## src/rtl/store_checker_pkg.sv

```systemverilog
// Shared types for the store checker: result codes, FSM states and an index-width helper.
package store_checker_pkg;

    typedef enum logic [1:0] {
        NONE       = 2'd0,
        WRONG_DATA = 2'd1,
        BAD_ADDR   = 2'd2,
        TIMEOUT    = 2'd3
    } fail_code_t;

    typedef enum logic [1:0] {
        ST_IDLE = 2'd0,
        ST_RUN  = 2'd1,
        ST_PASS = 2'd2,
        ST_FAIL = 2'd3
    } state_t;

    // A single-entry table still needs a 1-bit index.
    function automatic int idx_width(input int depth);
        return (depth > 1) ? $clog2(depth) : 1;
    endfunction

endpackage

```

## src/rtl/store_checker_table.sv

```systemverilog
// Expected-store table: DEPTH x {address, data}, one write port, one async read port.
module store_checker_table
    import store_checker_pkg::*;
#(
    parameter int AW    = 32,
    parameter int DW    = 32,
    parameter int DEPTH = 4,
    localparam int IW   = idx_width(DEPTH)
) (
    input  logic          clk,
    input  logic          reset,
    input  logic          we,
    input  logic [IW-1:0] widx,
    input  logic [AW-1:0] wadr,
    input  logic [DW-1:0] wdata,
    input  logic [IW-1:0] ridx,
    output logic [AW-1:0] radr,
    output logic [DW-1:0] rdata
);

    logic [AW-1:0] adr_mem  [DEPTH];
    logic [DW-1:0] data_mem [DEPTH];

    always_ff @(posedge clk or posedge reset) begin
        if (reset) begin
            for (int i = 0; i < DEPTH; i++) begin
                adr_mem[i]  <= '0;
                data_mem[i] <= '0;
            end
        end else if (we) begin
            adr_mem[widx]  <= wadr;
            data_mem[widx] <= wdata;
        end
    end

    assign radr  = adr_mem[ridx];
    assign rdata = data_mem[ridx];

endmodule

```

## config.mk

```make
export PLATFORM = sky130hd
export DESIGN_NAME = store_checker_table
export DESIGN_NICKNAME = d
export VERILOG_FILES = /design/src/rtl/store_checker_pkg.sv /design/src/rtl/store_checker_table.sv
export SDC_FILE = /design/constraint.sdc
export NUM_CORES = 1
export LEC_CHECK = 0
export ABC_AREA = 1
export CAP_MARGIN = 20
export CORE_UTILIZATION = 38
export DETAILED_ROUTE_END_ITERATION = 8
export SYNTH_ARGS = -nofsm -noshare
export SYNTH_HDL_FRONTEND = slang
export SYNTH_SLANG_ARGS = --single-unit
```

## constraint.sdc

```tcl
create_clock -name clk -period 10.9 [get_ports clk]
set_input_delay 2.18 -clock clk [delete_from_list [all_inputs] [get_ports clk]]
set_output_delay 2.18 -clock clk [all_outputs]
set_load 0.05 [all_outputs]
```

==> reports/metrics.cfg <==
[worst_setup_path]
cp_slowest_stage_delay_ns = 0.83
critPathKind = in -> out
cp_top_family = buffers and inverters
cp_num_buf_inv = 5
end_kind = primary output
cpMaxStageDelayCell = clkdlybuf4s50_1
worstPathRequired_ns = 8.72
worstPathCellList = buf_2, buf_4, inv_2, buf_4, nand3_1, nand2_1, clkdlybuf4s50_1
critPathMaxFanout = 65
arrival_ns = 4.94
startpoint_type = input port
path_common_cell = buf_4

[yosys]
netlist_instances = 1868
synth_seq_cells = 256
synthXorXnorAreaFrac = 0
synth_simple_gate_area_share = 0.3512
yosys_warnings = 0
ys_seq_area_frac = 0.4808
synthAdderAreaFrac = 0
avgSynthCellArea_um2 = 7.133
syn_nets = 1939
synthMuxAreaShare = 0
ys_types = 15
synth-compound-area-share = 0.02404
synth_top_family_by_area = simple AND/OR/NAND/NOR gates
syn_area_um2 = 13330

[layout]
finalNetCount = 1991
layout.cells.non_filler = 2399
fin_util = 0.4569
drive_gt1_frac = 0.04115
final_common_cell = nand2_1
syn_to_final_growth_pct = 18.45
final_cell_mix = nand2_1 (768), inv_1 (320), dfrtp_1 (256)
antenna_cells = 0

[clock_tree]
clockBufferDepth = 3
postCtsHoldBufs = 0
cts_root_buf = clkbuf_16
cts_setup_buffers = 0
ctsHtreeMaxLevel = 1
cts_resized = 0
clkTransAtPathRegs_ns = 0.06
clkSinkCount = 256
cts_buffers = 30
cts_tree = yes
clkLatencyLatePin_ns = 0.55

[global_routing]
grt_max_degree = 152
antenna_found_initial = 0
grt_pass1_wl_um = 63980
track_usage = 0.2217
grt_pass1_vias = 11610
grt_overflow = 0

[sta]
slew_headroom = 0.2732
slew_viol_final = 0
finClkSkew_ns = 0
setup_viol = 0
min_period_ns = 7.123
worst_pin_slew_ns = 1.090
clock.fmax_mhz = 140.4
period_share = 0.6534
finalHoldViolCount = 0
setup_tns_ns = 0
rsz0062_at_grt = false

[run]
cap_violations = 0

[floorplan]
io_pins = 135
initial_core_util = 0.3858
die_x_um = 189.3
die_h_um = 189.3
row_count = 68
coreArea_um2 = 34540
fp.dieArea_um2 = 35820

[placement]
gp_congestion = 0.7662
portBuffers = 134
dpl.hpwl_um = 20080
place_inst = 2341

[detailed_routing]
wl_per_cell_um = 16.16
drtIter0Drc = 1001
viasPerCell = 4.954
drc = 0
num_vias = 11884
drt_wl_total_um = 38770
dr.pass1.iters = 6
antenna_left = 0

[pwr]
power-per-cell-area_nw_per_um2 = 183.8
power_leakage_nw = 8.742
power_mw = 2.902
ir_worst_vdd_mv = 0.1320

[outcome]
status = completed

[worst_hold_path]
hold_path.class = reg -> reg

area by class of cell:
type                            count  area, um2
Clock buffer                       42      857.1
Tap cell                          455      569.3
Sequential cell                   256       6406
Multi-Input combinational cell   1157       5035
Clock inverter                     14      201.4
Inverter                          325       1230
Timing Repair Buffer              150       1485
Fill cell                        3514      18760
cell families after synthesis:
logic type,Yosys count
and+or+nand+nor,1093
AOI/OAI and AO/OA,64
buffers and inverters,455
DFF,256
report_power, final:
group	switching [mW]	internal [mW]	total (mW)
clock network	0.412	0.665	1.08
logic	0.432	0.214	0.645
registers	0.0777	1.10	1.18
through the flow:
step           worst slack, ns  instance area, um2  hold WS [ns]
3_3_place_gp             3.624               14670        0.4531
2_1_floorplan            1.678               13330        0.4419
3_5_place_dp             3.631               14670        0.4579
6_report                 3.777               15780        0.4671
4_1_cts                  3.616               15730        0.4723
5_1_grt                  3.628               15780        0.4839
tightest hold or removal path: cells and delay by family, from the launching register on:
kind	cells	cell delay, ns
simple gates	2	0.09
flops	1	0.34
registers in the layout, summed over array words and instances (netlist names):
name	count
adr_mem	128
data_mem	128
cell usage after synthesis:
library cell,number,area share
buf_2,109,0.041
nor2_1,1,0.00028
dfrtp_1,256,0.48
nand2_2,1,0.00047
clkbuf_1,3,0.00085
nand3_2,2,0.0015
inv_2,1,0.00028
o21ai_1,64,0.024
buf_1,4,0.0011
nand3_1,193,0.072
inv_1,324,0.091
nand2_1,768,0.22
buf_4,8,0.0045
buf_6,6,0.0051
nand4_1,128,0.060
path summary, 6_finish.rpt:
check | startpoint | to | slack, ns | cells after the start
min in group asynchronous | reset | data_mem[123] | 2.01 | 2
worst max register to register | adr_mem[0] | adr_mem[0] | 10.22 | 2
max in group asynchronous | reset | adr_mem[123] | 7.21 | 4
worst min register to register | adr_mem[123] | adr_mem[123] | 0.47 | 2
worst min-delay path | adr_mem[123] | adr_mem[123] | 0.47 | 2
worst max-delay path | ridx[1] | rdata[21] | 3.78 | 7
layer usage:
layer / vias to the layer above / share of wire / GRT usage
li1: 5842 / - / -
met1: 5664 / 0.47 / 0.3157
met2: 331 / 0.45 / 0.3611
met3: 47 / 0.050 / 0.02243
met4: 0 / 0.023 / 0.05552
met5: - / 0 / 0
(Power assumes the default switching activity.)
